### src/rtl/collision_detect.sv
// Goose/bean collision detector and game-state tracker, evaluated once per scanned frame.
// Optional build macro GOOSE_GODMODE_EN: collisions still pulse hit and enter HIT but never cost lives.
module collision_detect #(
    parameter int H_ACTIVE      = 640,
    parameter int V_ACTIVE      = 480,
    parameter int LIVES         = 3,
    parameter int INVULN_FRAMES = 60
) (
    input  logic        clk,
    input  logic        reset,
    input  logic [9:0]  x,
    input  logic [9:0]  y,
    input  logic        pix_en,
    input  logic        goose,
    input  logic        bean,
    input  logic        start,
    output logic        hit,
    output logic        freeze,
    output logic        game_over,
    output logic [1:0]  state,
    output logic [1:0]  lives,
    output logic [15:0] score
);

    typedef enum logic [1:0] {
        IDLE = 2'd0,
        RUN  = 2'd1,
        HIT  = 2'd2,
        OVER = 2'd3
    } state_t;

    localparam logic [9:0] H_LAST     = 10'(H_ACTIVE - 1);
    localparam logic [9:0] V_LAST     = 10'(V_ACTIVE - 1);
    localparam logic [1:0] LIVES_INIT = 2'(LIVES);
    localparam logic [7:0] GRACE_INIT = 8'(INVULN_FRAMES);

    state_t      st, st_nx;
    logic [1:0]  lives_nx;
    logic [15:0] score_nx, score_inc;
    logic [7:0]  grace, grace_nx;
    logic        ov;
    logic        hit_nx;
    logic        frame_end;
    logic        pix_overlap;
    logic        ov_frame;

    assign frame_end   = pix_en && (x == H_LAST) && (y == V_LAST);
    assign pix_overlap = pix_en && goose && bean && (x <= H_LAST) && (y <= V_LAST);
    // The frame_end pixel itself still counts for the frame that is ending.
    assign ov_frame    = ov | pix_overlap;
    assign score_inc   = (score == 16'hFFFF) ? score : score + 16'd1;

    always_comb begin
        st_nx    = st;
        lives_nx = lives;
        score_nx = score;
        grace_nx = grace;
        hit_nx   = 1'b0;
        if (frame_end) begin
            case (st)
                IDLE, OVER: begin
                    if (start) begin
                        st_nx    = RUN;
                        lives_nx = LIVES_INIT;
                        score_nx = 16'd0;
                    end
                end
                RUN: begin
                    if (ov_frame) begin
                        hit_nx   = 1'b1;
                        grace_nx = GRACE_INIT;
                        st_nx    = HIT;
`ifndef GOOSE_GODMODE_EN
                        if (lives != 2'd0)
                            lives_nx = lives - 2'd1;
                        if (lives <= 2'd1)
                            st_nx = OVER;
`endif
                    end else begin
                        score_nx = score_inc;
                    end
                end
                HIT: begin
                    score_nx = score_inc;
                    grace_nx = (grace != 8'd0) ? grace - 8'd1 : 8'd0;
                    if (grace <= 8'd1)
                        st_nx = RUN;
                end
                default: st_nx = IDLE;
            endcase
        end
    end

    always_ff @(posedge clk) begin
        if (reset) begin
            st    <= IDLE;
            lives <= LIVES_INIT;
            score <= 16'd0;
            grace <= 8'd0;
            ov    <= 1'b0;
            hit   <= 1'b0;
        end else begin
            st    <= st_nx;
            lives <= lives_nx;
            score <= score_nx;
            grace <= grace_nx;
            ov    <= frame_end ? 1'b0 : ov_frame;
            hit   <= hit_nx;
        end
    end

    assign state     = st;
    assign freeze    = (st == IDLE) || (st == OVER);
    assign game_over = (st == OVER);

endmodule

### config.mk
export PLATFORM = sky130hd
export DESIGN_NAME = collision_detect
export DESIGN_NICKNAME = d
export VERILOG_FILES = /design/src/rtl/collision_detect.sv
export SDC_FILE = /design/constraint.sdc
export NUM_CORES = 1
export LEC_CHECK = 0
export CORE_ASPECT_RATIO = 1.4
export CORE_MARGIN = 2
export CORE_UTILIZATION = 29
export CTS_BUF_LIST = sky130_fd_sc_hd__clkbuf_2 sky130_fd_sc_hd__clkbuf_4 sky130_fd_sc_hd__clkbuf_8
export DETAILED_ROUTE_END_ITERATION = 8
export SYNTH_ARGS = -nofsm -noshare
export SYNTH_HDL_FRONTEND = slang
export SYNTH_SLANG_ARGS = --single-unit
### constraint.sdc
create_clock -name clk -period 4.05 [get_ports clk]
set_input_delay 0.405 -clock clk [delete_from_list [all_inputs] [get_ports clk]]
set_output_delay 0.405 -clock clk [all_outputs]
set_load 0.005 [all_outputs]
# Word level (Yosys, flattened, before mapping)
# Index checks and enable logic that the tools add are counted.
# classes
add_sub_neg,3
order_cmp,4
n_eq_ne,11
mux,17
n_bitwise,3
n_reduce_logical,19
# ops
cell,n
$mux 16,3
$pmux 16 s3,1
$add 16x1->16 const B,1
$eq 16x16->1 const B,1
$mux 8,2
$pmux 8 s2,1
$mux 2,6
$eq 10x10->1 const B,1
$eq 10x9->1 const B,1
$le 10x10->1 const B,1
$le 10x9->1 const B,1
$ne 2x2->1 const B,5
$le 8x1->1 const B,1
$reduce_bool 8->1,1
$sub 8x1->8 const B,1
$logic_and 1x1->1,6
$pmux 2 s3,1
$reduce_and 3->1,2
$reduce_bool 2->1,3
$reduce_and 5->1,1
$eq 2x2->1 const B,2
$pmux 2 s2,1
$reduce_and 4->1,1
$reduce_or 2->1,2
9 further kinds,11
# word_totals
register_bits,30
inputBits,26
out_inout_bits,23
wordCells,63

# Depth between registers and ports, before layout
# Gate-level depths: netlist of run 1.
# depth
ltp_word,7
ltp_mapped,9
ltp_nobuf,7

# Worst setup path after synthesis of run 1
# OpenSTA, ideal clock, no wires.
# synth_timing
path_kind,reg-to-reg
from,register st[0] (netlist: state[0])
to,register score[10]
arrival_ps,2549
required_ps,3980
path_slack_ps,1430
stages_incl_launch_ff,9
synth_period_minus_slack_ps,2620
path_cell_list,dfxtp_1 -> inv_1 -> ha_1 -> nor2b_1 -> or4b_4 -> or3_4 -> buf_6 -> or4_1 -> a21oi_1
# synth_between
elab_chain_len,4
word_cells_on_any_way,9
classes_between,eq/ne: 5; mux: 1; reduce/logical: 3
# synth_lines
item,line_no,source
start: declaration,37,"state_t st, st_nx;"
start signal: assignment,103,st <= st_nx;
$eq 2x2->1 / $logic_not 2->1 (equally long branches),60,case (st)
$reduce_or 2->1,60,
$ne 2x2->1 (no source line),--,
$reduce_and 3->1 (no source line),--,
end signal: assignment,105,score <= score_nx;
end: declaration,22,output logic [15:0] score
# Parallel ways exist; a longest one is shown, timed or not.
# A chain may end at the register's enable or synchronous reset.

# Worst setup path in the final report of run 1
# layout_timing
from,register st[0] (netlist: state[0])
to,register score[8]
# The elaborated chain is that of the path after synthesis.

==> run_results.csv, run 1 <==
group,metric,value,unit
status,status,"completed",
yosys,post_synth_num_cell_types,42,
worst_setup_path,cp_max_fo,15,
placed_design,io_buffers,48,
worst_hold_path,hp-start,"grace[7]$_SDFFE_PP0P_",
yosys,yosysWarningCount,0,
worst_setup_path,cp_slowest_cell,"a211oi_1",
drt,drtIter0Drc,124,
placed_design,gp_congestion,0.783,
yosys,yosysSeqAreaShare,0.320,
grt,grt_most_used_layer,"met2",
yosys,yosys.area.top_type,"dfxtp_1",
clock_network,cts_buffers,5,
yosys,synthTopCellsByArea,"dfxtp_1 32%, a21oi_1 7.2%, ha_1 6.0%",
timing,slew_viol_final,0,
drt,firstDrtPassIters,4,
clock_network,post_cts_buffers,0,
floorplan,start_util,0.300,
clock_network,ctsHoldBuffers,0,
layout,diodes,0,
grt,grt_pass1_wl,8940,um
flow_run,drv_cap,0,
yosys,netlist_instances,237,
power_and_ir_drop,p_per_area,235,mW/mm^2
floorplan,die_area,0.00713,mm^2
clock_network,clock_latency,280,ps
layout,drive_gt1_frac,0.0528,
timing,fin_skew,9.17,ps
floorplan,die_x,71.9,um
yosys,syn_area,0.00187,mm^2
timing,rsz0062_at_grt,"no",
floorplan,die_h,99.1,um
grt,grt_util_met2,0.283,
worst_setup_path,cp-end-kind,"flip-flop",
clock_network,cts.path.max_buffers,2,
layout,multi_input_area,0.00118,mm^2
power_and_ir_drop,ir_drop,0.000181,V
drt,drc_errors,0,
timing,period_needed,2990,ps
timing,period_share,0.738,
drt,viasPerCell,5.60,
worst_setup_path,crit_start,"state[0]$_SDFFE_PP0P_",
worst_setup_path,critPathArrivalTime,3130,ps
floorplan,ios,49,
timing,timing_worst_slew_pin_value,1000,ps
yosys,synth_top_area_frac,0.320,
floorplan,core,0.00625,mm^2
yosys,synth_seq_cells,30,
yosys,ys_async_sr_fraction,0,
worst_setup_path,r2r_cells,7,
power_and_ir_drop,p_leak,0.871,nW
clock_network,path_clk_slew,70,ps
yosys,synth_edf_count,0,
placed_design,dpl.hpwl,3960,um
worst_setup_path,critPathLaunchType,"flip-flop",
drt,wl_per_cell,15.0,um
worst_setup_path,r2r-start,"state[0]$_SDFFE_PP0P_",
layout,n_fill_cell,655,
yosys,syn_nets,272,
layout,synthToLayoutAreaGrowth,33.2,%
drt,drt-total-wl,5330,um
clock_network,clkSinkCount,30,
clock_network,root_buffer,"clkbuf_8",
drt,antenna_left,0,
layout,seqCellArea,601,um^2
grt,use_met1,0.180,
timing,max_slew_margin,0.333,
drt,routed-via-count,1993,
floorplan,std_cell_rows,34,
grt,grt-ovfl-total,0,
grt,antenna_found_initial,0,
grt,grt_usage,0.154,
worst_setup_path,required,4200,ps
timing,setup_viol,0,
timing,fmax,335,MHz
layout,final_cell_mix,"48 x clkdlybuf4s50_1, 30 x dfxtp_1, 27 x a21oi_1, 20 x nor2_1, 15 x o31ai_1",
grt,grt_max_degree,32,
layout,utilization,0.399,
timing,fin_setup_tns,0,ps
worst_setup_path,ff2ff_setup_slack,1060,ps
worst_setup_path,max_stage_delay,560,ps
clock_network,cts_tree,"built",
worst_hold_path,min_path_type,"flip-flop to flip-flop",
layout,fin_nets,318,
timing,hold_viol,0,
clock_network,cts_resized,0,
yosys,ys.flop_type,"dfxtp_1",
yosys,syn_area_per_cell,7.91,um^2
worst_setup_path,crit_chain,"inv_1 > ha_1 > nor2b_1 > or4b_4 > a211oi_1 > a21o_1 > a21oi_1",
clock_network,htree_levels,2,
grt,grtUsageMet3,0.0324,
worst_hold_path,whs_path_depth,2,
worst_setup_path,worstSetupPathType,"flip-flop to flip-flop",
layout,mostFrequentLayoutCell,"clkdlybuf4s50_1",
grt,grt_pass1_vias,1910,
## cell usage after synthesis, types with 8 or more instances
library cell	instances
dfxtp_1	30
o21ai_0	8
nand3_1	10
nand2_1	13
o31ai_1	15
a21oi_1	27
nand4_1	8
or4_1	13
nor2_1	20
ha_1	9
inv_1	13
## metrics by stage
step / worst slack (ps) / instance area [um^2] / std cells / hold WS, ps / power (mW)
after floorplan: 1430 / 1870 / 237 / 457 / 0.310
after global placement: 1170 / 2400 / 348 / 472 / 0.338
after detailed placement: 1120 / 2400 / 348 / 482 / 0.338
after CTS: 1070 / 2500 / 356 / 499 / 0.596
after global routing: 907 / 2500 / 356 / 518 / 0.612
final: 1060 / 2500 / 356 / 495 / 0.587
## where the power goes
part / switching [mW] / internal, mW / total, mW
Combinational: 0.0121 / 0.0238 / 0.0359
Clock: 0.119 / 0.136 / 0.256
Sequential: 0.000252 / 0.295 / 0.295
Total: 0.132 / 0.455 / 0.587
## cells by family (layout without fill, tap and decap cells)
| logic type | after synthesis | count (layout) | share of synthesized area |
|---|---|---|---|
| buffers and inverters | 22 | 69 | 0.0487 |
| flip-flops | 30 | 30 | 0.320 |
| AND/OR/NAND/NOR | 104 | 104 | 0.317 |
| adder cells (fa/ha/maj) | 9 | 9 | 0.0601 |
| AO/OA/AOI/OAI | 72 | 72 | 0.254 |
## flip-flops by register name (all words and copies together), names as in the netlist
| register | count |
|---|---|
| lives | 2 |
| hit | 1 |
| state | 2 |
| score | 16 |
| grace | 8 |
| ov | 1 |
## metal layers
layer  wire length [um]  up-vias
li1                   -     1002
met1               2320      954
met2               2780       33
met3                186        4
met4                 36        0
met5                  0        -
## layout make-up
cell class / count / area share
Multi-Input combinational cell: 185 / 0.473
Sequential cell: 30 / 0.240
Timing Repair Buffer: 48 / 0.192
Tap cell: 72 / 0.0361
Clock buffer: 6 / 0.0331
Inverter: 13 / 0.0195
Clock inverter: 2 / 0.00501
## critical path, delay by kind of cell, from the launching register on
family,cells,cell delay [ps]
compound gates,3,1120
simple gates,2,750
fa+ha+maj,1,490
flops,1,400
buf+inv,1,80
## path summary, 6_finish.rpt
path                                               to
worst max-delay path            score[8]$_SDFFE_PP0P_
worst min-delay path            grace[7]$_SDFFE_PP0P_
worst max register to register  score[8]$_SDFFE_PP0P_
worst min register to register  grace[7]$_SDFFE_PP0P_
No activity file was read; power rests on OpenSTA's default activity.
==> run 2: changes to the inputs <==
==> constraint.sdc (replaced) <==
create_clock -name clk -period 2.86 [get_ports clk]
set_input_delay 0.286 -clock clk [delete_from_list [all_inputs] [get_ports clk]]
set_output_delay 0.286 -clock clk [all_outputs]
set_load 0.005 [all_outputs]
==> run_results.csv, run 2 (same netlist as run 1, synthesis figures left out) <==
group,metric,value,unit
worst_hold_path,hp-start,"grace[7]$_SDFFE_PP0P_",
timing,rsz0062_at_grt,"no",
power_and_ir_drop,p_per_area,317,mW/mm^2
layout,largest-register,"score",
clock_network,clkSinkCount,30,
floorplan,core,0.00625,mm^2
floorplan,die_x,71.9,um
layout,top_regs,"score (16), grace (8)",
timing,fmax,379,MHz
worst_setup_path,worstSetupPathDepth,7,
worst_setup_path,critPathArrivalTime,2850,ps
drt,drt-total-wl,5330,um
grt,grt_pass1_wl,8740,um
timing,timing_worst_slew_pin_value,758,ps
clock_network,clock_latency,280,ps
worst_setup_path,worst-path-buf-inv,1,
layout,largest_reg_flops,16,
timing,period_share,0.922,
worst_setup_path,cp_slowest_cell,"or4b_4",
timing,setup_viol,0,
floorplan,start_util,0.300,
timing,hold_viol,0,
placed_design,io_buffers,48,
clock_network,post_cts_buffers,0,
worst_hold_path,min_path_type,"flip-flop to flip-flop",
placed_design,dp_slack,112,ps
grt,grt-ovfl-total,0,
clock_network,cts_resized,0,
layout,synthToLayoutAreaGrowth,36.6,%
drt,routed-via-count,2031,
floorplan,std_cell_rows,34,
floorplan,die_area,0.00713,mm^2
timing,slew_viol_final,0,
floorplan,ios,49,
grt,grt_usage,0.153,
grt,grt_max_degree,25,
layout,final_cell_mix,"48 x clkdlybuf4s50_1, 30 x dfxtp_1, 27 x a21oi_1, 20 x nor2_1, 15 x o31ai_1",
power_and_ir_drop,ir_drop,0.000248,V
worst_setup_path,ff2ff_setup_slack,220,ps
drt,drc_errors,0,
timing,fin_skew,5.69,ps
worst_hold_path,whs_path_depth,2,
worst_setup_path,critPathTopFamily,"simple AND/OR/NAND/NOR gates",
clock_network,path_clk_slew,60,ps
clock_network,root_buffer,"clkbuf_8",
worst_setup_path,required,3070,ps
placed_design,dpl.hpwl,4070,um
drt,firstDrtPassIters,4,
worst_setup_path,cp-end-kind,"flip-flop",
layout,finalNonFillerCells,364,
timing,max_slew_margin,0.491,
clock_network,cts_tree,"built",
placed_design,placed_cells,358,
drt,drtIter0Drc,112,
clock_network,ctsHoldBuffers,0,
worst_setup_path,crit_end,"score[12]$_SDFFE_PP0P_",
grt,antenna_found_initial,0,
layout,fin_nets,328,
layout,diodes,0,
grt,grt_pass1_vias,1865,
drt,viasPerCell,5.58,
worst_setup_path,crit_chain,"inv_1 > ha_1 > nor2b_1 > or4b_4 > or3_4 > or4_1 > a21oi_1",
worst_setup_path,max_stage_delay,520,ps
floorplan,die_h,99.1,um
placed_design,gp_congestion,0.809,
clock_network,cts.path.max_buffers,2,
layout,n_fill_cell,656,
layout,mostFrequentLayoutCell,"clkdlybuf4s50_1",
drt,antenna_left,0,
worst_setup_path,worstSetupPathType,"flip-flop to flip-flop",
worst_setup_path,cp_max_fo,24,
drt,wl_per_cell,14.7,um
timing,layout_setup_ws,222,ps
worst_setup_path,r2r-start,"state[0]$_SDFFE_PP0P_",
worst_setup_path,crit_start,"state[0]$_SDFFE_PP0P_",
worst_setup_path,r2r_end,"score[12]$_SDFFE_PP0P_",
status,status,"completed",
timing,period_needed,2640,ps
worst_setup_path,critPathLaunchType,"flip-flop",
power_and_ir_drop,p_leak,0.919,nW
worst_setup_path,r2r_cells,7,
clock_network,htree_levels,2,
timing,fin_setup_tns,0,ps
clock_network,cts_buffers,5,
layout,drive_gt1_frac,0.0788,
flow_run,drv_cap,0,
## run 2: cell types whose count changed in the layout (fill, tap and decap cells not counted), sizes merged
cell / change
clkinvlp: -1
clkinv: -1
buf: +10
## run 2: final cells by class
cell class	count	area (um^2)	area share
repair buffers	58	556	0.217
flip-flops and latches	30	601	0.235
clock buffers	6	82.6	0.0323
multi-input cells	185	1180	0.462
inverters	13	48.8	0.0191
well taps	72	90.1	0.0352
## run 2: power by group
part	total [mW]	switching [mW]	internal, mW	leakage (nW)
combinational	0.0513	0.0175	0.0338	0.634
clock	0.341	0.156	0.185	0.0431
sequential	0.418	0.000351	0.418	0.242
total	0.811	0.174	0.637	0.919
## run 2: how the worst min path moves through the flow
stage               slack, ps                     to
global route              510  grace[7]$_SDFFE_PP0P_
finish                    490  grace[7]$_SDFFE_PP0P_
detailed placement        490  grace[7]$_SDFFE_PP0P_
floorplan                 460  grace[7]$_SDFFE_PP0P_
global placement          470  grace[7]$_SDFFE_PP0P_
CTS                       500  grace[7]$_SDFFE_PP0P_
## run 2: per-layer routing
metal,vias up,global-route usage,share of wire
li1,1024,-,-
met1,946,0.168,0.41
met2,49,0.278,0.52
met3,12,0.0365,0.049
met4,0,0.0610,0.023
met5,-,0,0
## run 2: worst register-to-register path: stages, from the launching register on
cell and delay (ps):
dfxtp_1 370, inv_1 80, ha_1 310, nor2b_1 130, or4b_4 520, or3_4 490
or4_1 510, a21oi_1 160
## run 2: metrics by stage
step                hold slack (ps)  cell area (um^2)  power, mW  utilization
finish                          490              2560      0.811        0.409
global route                    513              2560      0.839        0.409
CTS                             502              2560      0.825        0.409
detailed placement              489              2480      0.480        0.396
global placement                472              2480      0.479        0.396
floorplan                       457              1870      0.440            -
